$ cat src/rtl/adder_pipe_mod.sv
// adder_pipe_mod -- lane-pipelined adder/subtractor with valid/ready flow control.
//
// The WIDTH-bit operation is split into STAGES = WIDTH/LANE lanes. Lane k is
// added in stage k using the carry registered by stage k-1, so the carry chain
// per cycle is only LANE bits long. Operand bits for upper lanes travel
// registered alongside the growing partial result until their stage is reached.
// Every accepted bundle appears at the output exactly STAGES cycles later when
// the consumer is not stalling; a stall freezes the whole pipeline.
//
// Parameters:
//   WIDTH  operand/result width in bits (must be a multiple of LANE)
//   LANE   bits added per pipeline stage (>= 1)
//
// Ports:
//   clk        sole clock, rising edge
//   reset      asynchronous active-high reset
//   in_valid   operand bundle present
//   in_ready   bundle accepted this cycle when in_valid is also high
//   A, B       operands
//   SUB        1 = A-B (two's complement), 0 = A+B
//   out_valid  result bundle present
//   out_ready  consumer takes the result this cycle
//   S          sum/difference modulo 2^WIDTH
//   COUT       carry out of bit WIDTH-1 (for subtraction: 1 = no borrow)
//
// Optional feature, macro ADDER_PIPE_FLAGS_EN: adds OVF (signed overflow),
// ZERO (S==0) and NEG (S[WIDTH-1]) outputs, registered and aligned with S.

module adder_pipe_mod #(
  parameter int WIDTH = 64,
  parameter int LANE  = 16
) (
  input  logic             clk,
  input  logic             reset,
  input  logic             in_valid,
  output logic             in_ready,
  input  logic [WIDTH-1:0] A,
  input  logic [WIDTH-1:0] B,
  input  logic             SUB,
  output logic             out_valid,
  input  logic             out_ready,
  output logic [WIDTH-1:0] S,
  output logic             COUT
`ifdef ADDER_PIPE_FLAGS_EN
  ,
  output logic             OVF,
  output logic             ZERO,
  output logic             NEG
`endif
);

  // Guarded so a bad LANE does not trigger a division by zero before the
  // parameter check below gets to report it.
  localparam int STAGES = (LANE >= 1) ? (WIDTH / LANE) : 1;

  if (LANE < 1) begin : g_badLane
    $error("adder_pipe_mod: LANE must be at least 1");
  end else if ((WIDTH % LANE) != 0) begin : g_badWidth
    $error("adder_pipe_mod: WIDTH must be an integer multiple of LANE");
  end

  logic             w_advance;
  logic [WIDTH-1:0] w_bEff;

  // The whole pipeline moves together: it may shift whenever the output slot
  // is empty or is being drained this cycle. in_ready mirrors that directly.
  assign w_advance = !out_valid || out_ready;
  assign in_ready  = w_advance;

  // Subtraction is A + ~B + 1; the +1 enters as the lane-0 carry-in.
  assign w_bEff = SUB ? ~B : B;

  genvar k;
  for (k = 0; k < STAGES; k++) begin : g_stage
    logic                  w_vIn;
    logic                  w_cIn;
    logic [LANE-1:0]       w_aLane;
    logic [LANE-1:0]       w_bLane;
    logic [LANE:0]         w_laneSum;
    logic [(k+1)*LANE-1:0] w_sumNext;
    logic                  r_valid;
    logic                  r_carry;
    logic [(k+1)*LANE-1:0] r_sum;

    // Stage 0 takes its lane straight from the ports; later stages take the
    // lowest pending operand lane and the carry from the previous stage.
    if (k == 0) begin : g_first
      assign w_vIn     = in_valid;
      assign w_cIn     = SUB;
      assign w_aLane   = A[LANE-1:0];
      assign w_bLane   = w_bEff[LANE-1:0];
      assign w_sumNext = w_laneSum[LANE-1:0];
    end else begin : g_next
      assign w_vIn     = g_stage[k-1].r_valid;
      assign w_cIn     = g_stage[k-1].r_carry;
      assign w_aLane   = g_stage[k-1].g_pending.r_aHi[LANE-1:0];
      assign w_bLane   = g_stage[k-1].g_pending.r_bHi[LANE-1:0];
      assign w_sumNext = {w_laneSum[LANE-1:0], g_stage[k-1].r_sum};
    end

    assign w_laneSum = {1'b0, w_aLane} + {1'b0, w_bLane} + {{LANE{1'b0}}, w_cIn};

    // Per-stage valid marks bubbles; data moves with it but is only
    // meaningful when valid is set.
    always_ff @(posedge clk or posedge reset) begin
      if (reset) begin
        r_valid <= 1'b0;
        r_carry <= 1'b0;
        r_sum   <= '0;
      end else if (w_advance) begin
        r_valid <= w_vIn;
        r_carry <= w_laneSum[LANE];
        r_sum   <= w_sumNext;
      end
    end

    // Operand bits of lanes not yet added ride along (skew registers).
    // The last stage has nothing left to carry.
    if (k < STAGES - 1) begin : g_pending
      localparam int HIW = WIDTH - (k + 1) * LANE;
      logic [HIW-1:0] w_aRest;
      logic [HIW-1:0] w_bRest;
      logic [HIW-1:0] r_aHi;
      logic [HIW-1:0] r_bHi;

      if (k == 0) begin : g_srcPorts
        assign w_aRest = A[WIDTH-1:LANE];
        assign w_bRest = w_bEff[WIDTH-1:LANE];
      end else begin : g_srcPrev
        assign w_aRest = g_stage[k-1].g_pending.r_aHi[HIW+LANE-1:LANE];
        assign w_bRest = g_stage[k-1].g_pending.r_bHi[HIW+LANE-1:LANE];
      end

      always_ff @(posedge clk or posedge reset) begin
        if (reset) begin
          r_aHi <= '0;
          r_bHi <= '0;
        end else if (w_advance) begin
          r_aHi <= w_aRest;
          r_bHi <= w_bRest;
        end
      end
    end
  end

  assign out_valid = g_stage[STAGES-1].r_valid;
  assign S         = g_stage[STAGES-1].r_sum;
  assign COUT      = g_stage[STAGES-1].r_carry;

`ifdef ADDER_PIPE_FLAGS_EN
  logic w_ovfNext;
  logic w_zeroNext;
  logic w_negNext;
  logic r_ovf;
  logic r_zero;
  logic r_neg;

  // The top lane is added in the last stage, so its sign bits are available
  // there. Overflow: operands (A and effective B) share a sign that the
  // result does not.
  assign w_ovfNext  = (g_stage[STAGES-1].w_aLane[LANE-1] == g_stage[STAGES-1].w_bLane[LANE-1]) &&
                      (g_stage[STAGES-1].w_laneSum[LANE-1] != g_stage[STAGES-1].w_aLane[LANE-1]);
  assign w_zeroNext = (g_stage[STAGES-1].w_sumNext == '0);
  assign w_negNext  = g_stage[STAGES-1].w_laneSum[LANE-1];

  // Loaded under the same enable as the last stage so flags stay aligned
  // with S and hold during a stall.
  always_ff @(posedge clk or posedge reset) begin
    if (reset) begin
      r_ovf  <= 1'b0;
      r_zero <= 1'b0;
      r_neg  <= 1'b0;
    end else if (w_advance) begin
      r_ovf  <= w_ovfNext;
      r_zero <= w_zeroNext;
      r_neg  <= w_negNext;
    end
  end

  assign OVF  = r_ovf;
  assign ZERO = r_zero;
  assign NEG  = r_neg;
`endif

endmodule

$ cat config.mk
export PLATFORM = sky130hd
export DESIGN_NAME = adder_pipe_mod
export DESIGN_NICKNAME = d
export VERILOG_FILES = /design/src/rtl/adder_pipe_mod.sv
export SDC_FILE = /design/constraint.sdc
export NUM_CORES = 1
export LEC_CHECK = 0
export ABC_AREA = 1
export BUFFER_PORTS_ARGS = -buffer_cell sky130_fd_sc_hd__buf_4
export CAP_MARGIN = 5
export CORE_MARGIN = 3
export CORE_UTILIZATION = 35
export DETAILED_ROUTE_END_ITERATION = 10
export REMOVE_ABC_BUFFERS = 1
export SYNTH_ARGS = -nofsm -noshare
export SYNTH_HDL_FRONTEND = slang
export SYNTH_SLANG_ARGS = --single-unit
export TNS_END_PERCENT = 100
$ cat constraint.sdc
create_clock -name clk -period 22.2 [get_ports clk]
set_clock_uncertainty 0.1 [all_clocks]
set_input_delay 4.44 -clock clk [delete_from_list [all_inputs] [get_ports clk]]
set_output_delay 4.44 -clock clk [all_outputs]
set_load 0.03 [all_outputs]
==> results of run 1 <==
-- cells by family after synthesis --
family	Yosys count	share of synthesized area [%]
adders and majority gates	67	5.23
DFF	360	52.9
xor gates and xnor gates	84	4.32
and+or+nand+nor	955	22.0
AOI/OAI and AO/OA	320	9.65
buffers and inverters	239	5.89
-- power breakdown --
| part | switching [uW] | total (uW) | internal (uW) | leakage, uW |
|---|---|---|---|---|
| clock | 267 | 699 | 431 | 0.000692 |
| combinational | 791 | 1230 | 444 | 0.00533 |
| sequential | 153 | 1100 | 950 | 0.00435 |
-- synth_stat cells (all sizes together) --
| cell | n | share of area, % |
|---|---|---|
| nand2 | 798 | 18 |
| dfrtp | 360 | 53 |
| o21ai | 238 | 7.0 |
| inv | 154 | 3.4 |
| nand3 | 73 | 2.1 |
| xnor2 | 68 | 3.5 |
| a21oi | 67 | 2.0 |
| buf | 63 | 2.0 |
| ha | 60 | 4.4 |
| nor2 | 55 | 1.3 |
| clkbuf | 22 | 0.49 |
| xor2 | 16 | 0.82 |
| nor3 | 14 | 0.41 |
| a21o | 7 | 0.31 |
| fa | 7 | 0.82 |
| nand4 | 7 | 0.26 |
| and2 | 3 | 0.11 |
| o31ai | 3 | 0.13 |
| nand3b | 2 | 0.088 |
| o22ai | 2 | 0.073 |
| or2 | 2 | 0.073 |
| a31oi | 1 | 0.037 |
| and3 | 1 | 0.037 |
| o211ai | 1 | 0.044 |
| o21bai | 1 | 0.044 |
-- registers in the layout (all words and copies together), names as in the netlist --
| register | count |
|---|---|
| g_stage.g_pending.r_aHi | 96 |
| g_stage.r_sum | 96 |
| g_stage.r_valid | 3 |
| g_stage.g_pending.r_bHi | 96 |
| out_valid | 1 |
| COUT | 1 |
| S | 64 |
| g_stage.r_carry | 3 |
-- critical path, stage by stage --
cell	delay, ps
buf_4	120
nor2_4	90
buf_4	440
inv_8	300
buf_4	280
-- final cells by class --
class	instances	area share (%)
flip-flops and latches	360	44.2
multi-input cells	1426	34.4
repair buffers	209	7.77
clock buffers	56	5.82
well taps	615	3.78
inverters	154	2.91
clock inverters	16	1.06
-- worst min path at each step --
stage,slack [ps],from,to,cells after the start
after floorplan,340,g_stage[2].r_valid,out_valid,1
after global placement,350,g_stage[1].g_pending.r_aHi[19],g_stage[2].g_pending.r_aHi[3],2
after detailed placement,350,g_stage[1].g_pending.r_bHi[22],g_stage[2].g_pending.r_bHi[6],2
after CTS,360,g_stage[0].g_pending.r_bHi[40],g_stage[1].g_pending.r_bHi[24],2
after global routing,370,g_stage[0].g_pending.r_bHi[39],g_stage[1].g_pending.r_bHi[23],2
final,360,g_stage[0].g_pending.r_bHi[40],g_stage[1].g_pending.r_bHi[24],2
-- metrics by stage --
stage / std cells / hold slack [ps] / util, %
after CTS: 2836 / 357 / 42.6
after floorplan: 1940 / 340 / -
after detailed placement: 2764 / 352 / 39.6
final: 2836 / 355 / 42.6
after global routing: 2836 / 374 / 42.6
after global placement: 2764 / 350 / 39.6
-- per-layer routing --
layer  GRT usage (%)  vias up
li1                -     6762
met5               0        -
met1            20.9     6211
met4            3.56       10
met3            4.01       47
met2            24.8      217
==> impl_summary.txt, run 1 <==
----------------------------------------------------
[Worst setup path]
  Setup crit end ... in_ready
  R2R cell count ... 6
  Launching element of the worst setup path ... out_ready
  Critical R2R Capture ... g_stage[0].g_pending.r_bHi[13]
  Beginning of the worst register-to-register path ... out_valid
  Startpoint Class ... input port
  Kind of critical path ... in2out
  Critical Path AT ... slightly below 6000 ps
  Maximum fanout encountered on the critical timing path ... 96
  Internal reg-to-reg setup slack ... 19240 ps
  Data required time at the worst endpoint ... 17660 ps
  CP Capture Type ... primary output

[Placed design]
  Input/output buffers ... roughly 200
  Pre-CTS setup slack ... roughly 12000 ps
  Dpl hpwl ... between 20000 and 30000 um
  Instance area after placement ... about 19000 sq um
  Final weighted congestion in routability-driven placement ... 0.856

[Timing]
  # setup viols final ... 0
  Time the final worst path needs with I/O delays and setup ... just over 10000 ps
  Timing-limited maximum frequency ... roughly 97 MHz
  Share of the clock period used by the worst path ... between 40% and 50%
  Total Negative Setup Slacks ... 0 ps
  Worst relative slew slack ... between 30% and 40%
  Slack of the critical path ... roughly 12000 ps
  Hold Violations, Final ... 0
  Worst-Margin Slew ... 1020 ps
  Setup repair after global routing missed its margin ... no
  Final number of max-transition violations ... 0

[Floorplan]
  Die Y-Extent ... between 200 and 250 um
  Area of the die ... 51300 sq um
  Initial Utilization ... a little over a third
  Area of the placeable core ... approximately 48000 sq um
  Horizontal die dimension ... around 230 um
  Rows ... 80
  Num ports ... 200

[Synth]
  Netlist area before placement ... between 15000 and 20000 sq um
  Unique masters post-synth ... 31
  Share of the yosys chip area belonging to registers ... 52.9%
  Yosys reg bits ... between 300 and 400
  Gate Count Post-Synth ... 2025
  Synth warn ... 0
  Avg Synthesized Cell Area ... 8.41 sq um

[CTS]
  TritonCTS clock tree ... built
  CTS hold repair buffers ... 0
  Post-CTS setup-driven buffer insertion count ... 0
  Number of resized instances in the post-cts repair step ... 0
  Number of buffers between clock root and the deepest sink ... 3
  Number of buffers inserted during clock tree synthesis ... between 40 and 50
  Num Clock Sinks ... 360
  Cell at the root of the clock tree ... clkbuf_16
  Htree depth ... 2
  Clock-pin transition on the worst setup and hold timing paths ... around 60 ps
  Worst skew pair latency ... 540 ps

[Drt]
  Final routed wire length divided by cell count ... between 10 and 15 um
  Average vias per placed instance ... around 4.7
  Total DRC errors in the routed layout ... 0
  Metal2 WL ... roughly 18000 um
  DR WL met3 ... approximately 2100 um
  Uppermost layer routed ... met5
  Routed WL ... slightly below 40000 um
  First DRT Iteration DRCs ... slightly below 900
  DR pass1 iterations ... 5
  Routed Antenna Nets ... 0
  Routed via count ... roughly 13000
  Sum of routed wire segments on met1 ... ~18000 um

[Final layout]
  Fill count ... 4790
  Area used by multi-input combinational logic ... between 7000 and 8000 sq um
  Count of antenna diodes in the layout ... 0
  Sequential Area ... roughly 9000 sq um
  Final net count ... 2392
  Ratio of cells with drive above 1 in the final layout ... around an eighth
  Cell area after layout ... roughly 20000 sq um
  Most used cells in the layout excluding fill and tap cells ... nand2_1 (797), dfrtp_1 (360), o21ai_0 (224), buf_4 (208), inv_1 (152)
  Area growth from synthesis to layout ... 19.6%
  Most common cell after layout, fill and taps aside ... nand2_1

[Outcome]
  Status ... finished clean

[Pwr]
  Total power consumption of the routed design ... slightly above 3000 uW
  Power per unit of standard cell area ... 149 nW/um^2
  Peak supply drop ... ~0.076 mV
  Lkg Pwr ... a little over 0.01 uW

[GRT]
  Overflow left after global routing ... 0
  Maximum number of pins on one net before global-route repair ... 208
  Vias in the first global route ... roughly 13000
  Antenna violations before repair ... 6
  Global-route wire length before repair ... around 65000 um
  Overall fraction of global-route tracks in use ... approximately 15%

[Min path]
  Path category of the worst min-delay check ... reg2reg

[Run]
  Max Cap Viol ... 0

----------------------------------------------------
Note: power is estimated with default switching activity, not from simulation.
==> run 2, diff against run 1 <==
Clock period 22.2 ns to 8.55 ns, I/O delays scaled along.
==> run 2 against run 1 <==
  * Design area is 0.55% higher
  * First-iteration DRC count is 1.0% higher
  * Sequential cell count stayed put
==> impl_summary.txt, run 2 (same netlist as run 1, synthesis figures left out) <==
----------------------------------------------------
[Outcome]
  Status ... finished clean

[Final layout]
  Fill count ... approximately 4700
  Count of antenna diodes in the layout ... 0
  Most common cell after layout, fill and taps aside ... nand2_1
  Sequential Area ... ~9000 sq um
  Area used by multi-input combinational logic ... around 7000 sq um
  Largest registers in the final layout ... g_stage.g_pending.r_aHi (96), g_stage.g_pending.r_bHi (96), g_stage.r_sum (96)
  Area growth from synthesis to layout ... 20.3%
  Ratio of cells with drive above 1 in the final layout ... roughly an eighth
  Most used cells in the layout excluding fill and tap cells ... nand2_1 (797), dfrtp_1 (360), o21ai_0 (224), buf_4 (206), inv_1 (152)
  Final net count ... 2392

[CTS]
  Post-CTS setup-driven buffer insertion count ... 0
  Number of resized instances in the post-cts repair step ... 0
  CTS hold repair buffers ... 0
  Number of buffers inserted during clock tree synthesis ... between 40 and 50
  Worst skew pair latency ... around 550 ps
  Htree depth ... 2
  Clock-pin transition on the worst setup and hold timing paths ... approximately 60 ps
  Cell at the root of the clock tree ... clkbuf_16
  TritonCTS clock tree ... built
  Num Clock Sinks ... 360
  Number of buffers between clock root and the deepest sink ... 3

[Timing]
  Time the final worst path needs with I/O delays and setup ... between 4000 and 5000 ps
  Share of the clock period used by the worst path ... between 50% and 60%
  Slack of the critical path ... about 4100 ps
  Worst hold slack ... between 300 and 400 ps
  # setup viols final ... 0
  Worst-Margin Slew ... about 1100 ps
  Setup repair after global routing missed its margin ... no
  Final number of max-transition violations ... 0
  Worst relative slew slack ... a little over a quarter
  Hold Violations, Final ... 0
  Timing-limited maximum frequency ... 222 MHz

[Pwr]
  Internal power component ... between 4000 and 5000 uW
  Power per unit of standard cell area ... roughly 400 nW/um^2
  Fraction of power consumed by the clock network ... 24.2%
  Power spent charging and discharging nets ... approximately 3200 uW
  Share of power burned in registers ... 35.9%
  Lkg Pwr ... 0.0104 uW
  Peak supply drop ... 0.206 mV
  Share of power burned in combinational logic ... about two fifths
  Fraction of power spent switching nets ... 39.6%

[GRT]
  Overall fraction of global-route tracks in use ... between 10% and 20%
  Antenna violations before repair ... 3
  Overflow left after global routing ... 0
  Maximum number of pins on one net before global-route repair ... approximately 240
  Global-route wire length before repair ... 65800 um
  Vias in the first global route ... around 13000

[Drt]
  Average vias per placed instance ... between 4 and 5
  Total DRC errors in the routed layout ... 0
  DR pass1 iterations ... 5
  Routed WL ... between 30000 and 40000 um
  Routed Antenna Nets ... 0
  Final routed wire length divided by cell count ... 13.9 um
  Routed via count ... about 13000
  First DRT Iteration DRCs ... between 800 and 900

[Worst setup path]
  Startpoint Class ... input port
  Beginning of the worst register-to-register path ... out_valid
  Internal reg-to-reg setup slack ... 5680 ps
  Data required time at the worst endpoint ... ~6700 ps
  CP Capture Type ... primary output
  Critical Path AT ... 2690 ps
  Critical R2R Capture ... g_stage[0].g_pending.r_bHi[5]
  R2R cell count ... 5
  Maximum fanout encountered on the critical timing path ... between 80 and 90
  Kind of critical path ... in2out

[Floorplan]
  Die Y-Extent ... ~230 um
  Area of the die ... 51300 sq um
  Num ports ... 200
  Area of the placeable core ... around 48000 sq um
  Horizontal die dimension ... around 230 um
  Rows ... 80
  Initial Utilization ... 35.6%

[Run]
  Max Cap Viol ... 0

[Placed design]
  Final weighted congestion in routability-driven placement ... approximately 0.83
  Input/output buffers ... approximately 200
  Pre-CTS setup slack ... between 4000 and 5000 ps
  Dpl hpwl ... approximately 26000 um

[Min path]
  Path category of the worst min-delay check ... reg2reg
  Beginning of the worst hold path ... g_stage[1].g_pending.r_aHi[18]
  Worst-case hold path end point ... g_stage[2].g_pending.r_aHi[2]
  Min-Delay Path Depth ... 2

----------------------------------------------------
[run 2: final cells by class]
| type | instances | area share, % |
|---|---|---|
| Inverter | 154 | 2.90 |
| Tap cell | 615 | 3.76 |
| Timing Repair Buffer | 208 | 7.75 |
| Clock buffer | 57 | 5.96 |
| Sequential cell | 360 | 44.0 |
| Clock inverter | 19 | 1.40 |
| Multi-Input combinational cell | 1426 | 34.2 |
[run 2: worst max-delay path by stage]
| stage | startpoint | to | slack [ps] | cells after the start |
|---|---|---|---|---|
| final | out_ready | in_ready | 4050 | 4 |
| after global routing | out_ready | in_ready | 4010 | 4 |
| after CTS | out_ready | in_ready | 4070 | 4 |
| after detailed placement | out_ready | in_ready | 4070 | 4 |
| after global placement | out_ready | in_ready | 4090 | 4 |
| after floorplan | reset | COUT | -3250 | 1 |
[run 2: critical path, cell delays in order]
cell and delay [ps]:
buf_4 120, nor2_4 290, inv_8 240, buf_4 260
[run 2: metrics by stage]
stage	setup TNS, ps	total power [uW]	std cells	area, sq um	utilization [%]
floorplan	-1618070	5180	1940	16600	-
global placement	0	6070	2763	19000	39.6
detailed placement	0	6140	2763	19000	39.6
CTS	0	8140	2839	20500	42.8
global route	0	8720	2839	20500	42.8
finish	0	8010	2839	20500	42.8
[run 2: power by group through the flow]
stage / sequential, uW / combinational [uW] / clock (uW)
2_1_floorplan: 3100 / 2080 / 0
3_3_place_gp: 2890 / 3180 / 0
3_5_place_dp: 2910 / 3230 / 0
4_1_cts: 2890 / 3250 / 2000
5_1_grt: 2980 / 3680 / 2070
6_report: 2880 / 3200 / 1940
[run 2: routing by layer]
metal  global-route usage (%)  part of all wire, %  vias up
li1                         -                    -     6756
met1                     21.5                   47     6173
met2                     24.5                   45      232
met3                     2.87                  4.8       74
met4                     5.74                  3.0        6
met5                        0                 0.11        -
==> run 3, diff against run 2 <==
Clock period 8.55 ns to 4.5 ns, I/O delays scaled along.
==> run 3 against run 2 <==
  * Core utilization barely moved
  * Sequential share of layout area barely moved
  * Combinational power rose by 90%
  * Die area did not move
  * First-iteration DRC count fell by 2.8%
  * Critical path type is now in2reg
  * Largest cell class unchanged
  * Highest routed layer unchanged
==> impl_summary.txt, run 3 (same netlist as run 1, synthesis figures left out) <==
----------------------------------------------------
[Pwr]
  Total power consumption of the routed design ... around 15000 uW
  Share of power burned in registers ... 36.2%
  Lkg Pwr ... about 0.010 uW
  Share of power burned in combinational logic ... between 40% and 50%
  Fraction of power consumed by the clock network ... a little under a quarter
  Fraction of power spent switching nets ... roughly two fifths
  Peak supply drop ... between 0.2 and 0.3 mV
  Power per unit of standard cell area ... around 740 nW/um^2
  Internal power component ... just over 9000 uW
  Power spent charging and discharging nets ... 6010 uW

[Final layout]
  Most common cell after layout, fill and taps aside ... nand2_1
  Cell area after layout ... a little over 20000 sq um
  Final net count ... between 2000 and 2500
  Area growth from synthesis to layout ... 20.3%
  Most used cells in the layout excluding fill and tap cells ... nand2_1 (797), dfrtp_1 (360), o21ai_0 (224), buf_4 (205), inv_1 (152)
  Final core utilization ... 42.8%
  Largest registers in the final layout ... g_stage.g_pending.r_aHi (96), g_stage.g_pending.r_bHi (96), g_stage.r_sum (96)
  Ratio of cells with drive above 1 in the final layout ... 12.9%

[Worst setup path]
  Critical Path AT ... about 3000 ps
  Internal reg-to-reg setup slack ... approximately 2200 ps
  Gate family responsible for the most delay along the worst path ... simple AND/OR/NAND/NOR gates
  Cell seen most often among critical-path stages ... nand2_1
  Maximum fanout encountered on the critical timing path ... 37
  Data required time at the worst endpoint ... around 4800 ps
  Startpoint Class ... input port
  Kind of critical path ... in2reg
  Cell breakdown of the critical path ... buf_4 > xnor2_1 > fa_1 > inv_1 > nand2_1 > o21ai_2 > nand2_1 > nand2_1 > nand2_1 > nand2_1 > nand2_1 > nand3_1 > nand2_1
  CP max stage cell ... buf_4
  CP Capture Type ... flop
  Highest cell delay on the worst timing path ... between 500 and 600 ps
  Number of buffers and inverters on the critical path ... 2

[Drt]
  First DRT Iteration DRCs ... ~870
  DR pass1 iterations ... 7
  Routed via count ... 13400
  Final routed wire length divided by cell count ... approximately 14 um
  Average vias per placed instance ... between 4 and 5
  Routed Antenna Nets ... 0
  Total DRC errors in the routed layout ... 0
  Routed WL ... roughly 40000 um

[Timing]
  Worst relative slew slack ... approximately a quarter
  # setup viols final ... 0
  Timing-limited maximum frequency ... 370 MHz
  Time the final worst path needs with I/O delays and setup ... around 2700 ps
  Final number of max-transition violations ... 0
  Setup repair after global routing missed its margin ... no
  Hold Violations, Final ... 0
  Share of the clock period used by the worst path ... between 60% and 70%
  Worst-Margin Slew ... between 1000 and 1500 ps
  Slack of the critical path ... between 1500 and 2000 ps

[CTS]
  Number of buffers inserted during clock tree synthesis ... 42
  Number of buffers between clock root and the deepest sink ... 3
  Cell at the root of the clock tree ... clkbuf_16
  CTS hold repair buffers ... 0
  Number of resized instances in the post-cts repair step ... 0
  Worst skew pair latency ... about 560 ps
  Num Clock Sinks ... between 300 and 400
  TritonCTS clock tree ... built
  Post-CTS setup-driven buffer insertion count ... 0
  Clock-pin transition on the worst setup and hold timing paths ... approximately 50 ps
  Htree depth ... 2

[Floorplan]
  Rows ... 80
  Horizontal die dimension ... between 200 and 250 um
  Area of the die ... approximately 51000 sq um
  Initial Utilization ... roughly 36%
  Area of the placeable core ... about 48000 sq um
  Die Y-Extent ... about 230 um
  Num ports ... 200

[Placed design]
  Input/output buffers ... about 200
  Instance area after placement ... 19000 sq um
  Final weighted congestion in routability-driven placement ... 0.861
  Dpl hpwl ... roughly 26000 um
  Pre-CTS setup slack ... 1190 ps

[GRT]
  Antenna violations before repair ... 4
  Overflow left after global routing ... 0
  Overall fraction of global-route tracks in use ... roughly 16%
  Vias in the first global route ... approximately 13000
  Maximum number of pins on one net before global-route repair ... between 200 and 300
  Global-route wire length before repair ... 67000 um

[Outcome]
  Status ... finished clean

[Min path]
  Path category of the worst min-delay check ... reg2reg

[Run]
  Max Cap Viol ... 0

----------------------------------------------------
-- run 3: changes by cell type in the layout (fill, tap and decap cells not counted), sizes merged --
cell    change
clkinv      -4
clkbuf     +10
bufinv      -5
buf         +2
diode       +1
-- run 3: stage by stage --
step / TNS (ps) / cells / hold slack, ps
after floorplan: -3650070 / 1940 / 340
after global placement: 0 / 2765 / 349
after detailed placement: 0 / 2765 / 352
after CTS: 0 / 2842 / 356
after global routing: 0 / 2842 / 383
final: 0 / 2843 / 363
-- run 3: final timing paths --
kind | startpoint | depth (start not counted) | endpoint
hold / removal | g_stage[1].g_pending.r_aHi[25] | 2 | g_stage[2].g_pending.r_aHi[9]
setup reg to reg | g_stage[1].r_carry | 10 | g_stage[2].r_sum[46]
setup / recovery | SUB | 13 | g_stage[0].r_sum[14]
max in group asynchronous | reset | 3 | g_stage[0].g_pending.r_aHi[12]
hold reg to reg | g_stage[1].g_pending.r_aHi[25] | 2 | g_stage[2].g_pending.r_aHi[9]
min in group asynchronous | reset | 2 | S[3]
-- run 3: area by class of cell --
| cell class | instances | area [sq um] |
|---|---|---|
| Fill cell | 4747 | 27400 |
| Sequential cell | 360 | 9010 |
| Clock buffer | 67 | 1350 |
| Tap cell | 615 | 769 |
| Inverter | 154 | 593 |
| Multi-Input combinational cell | 1426 | 7010 |
| Timing Repair Buffer | 210 | 1640 |
| Clock inverter | 10 | 109 |
| Antenna cell | 1 | 2.50 |
-- run 3: metal layers --
metal  vias up  part of all wire, %  global-route usage [%]
met3        69                  4.5                    3.15
li1       6779                    -                       -
met4         6                  2.4                    4.99
met1      6304                   47                    21.6
met5         -                0.095                       0
met2       220                   46                    25.7
-- run 3: worst min-delay path, cell delays in order (launching register included) --
cell	delay, ps
dfrtp_1	340
nand2_1	50
nand2_1	40
-- run 3: power groups by stage --
stage,Clock (uW),Sequential [uW],Combinational (uW)
final,3520,5450,6090
after global routing,3790,5640,7010
after CTS,3660,5470,6170
after detailed placement,0,5510,6130
after global placement,0,5480,6010
after floorplan,0,5900,3940
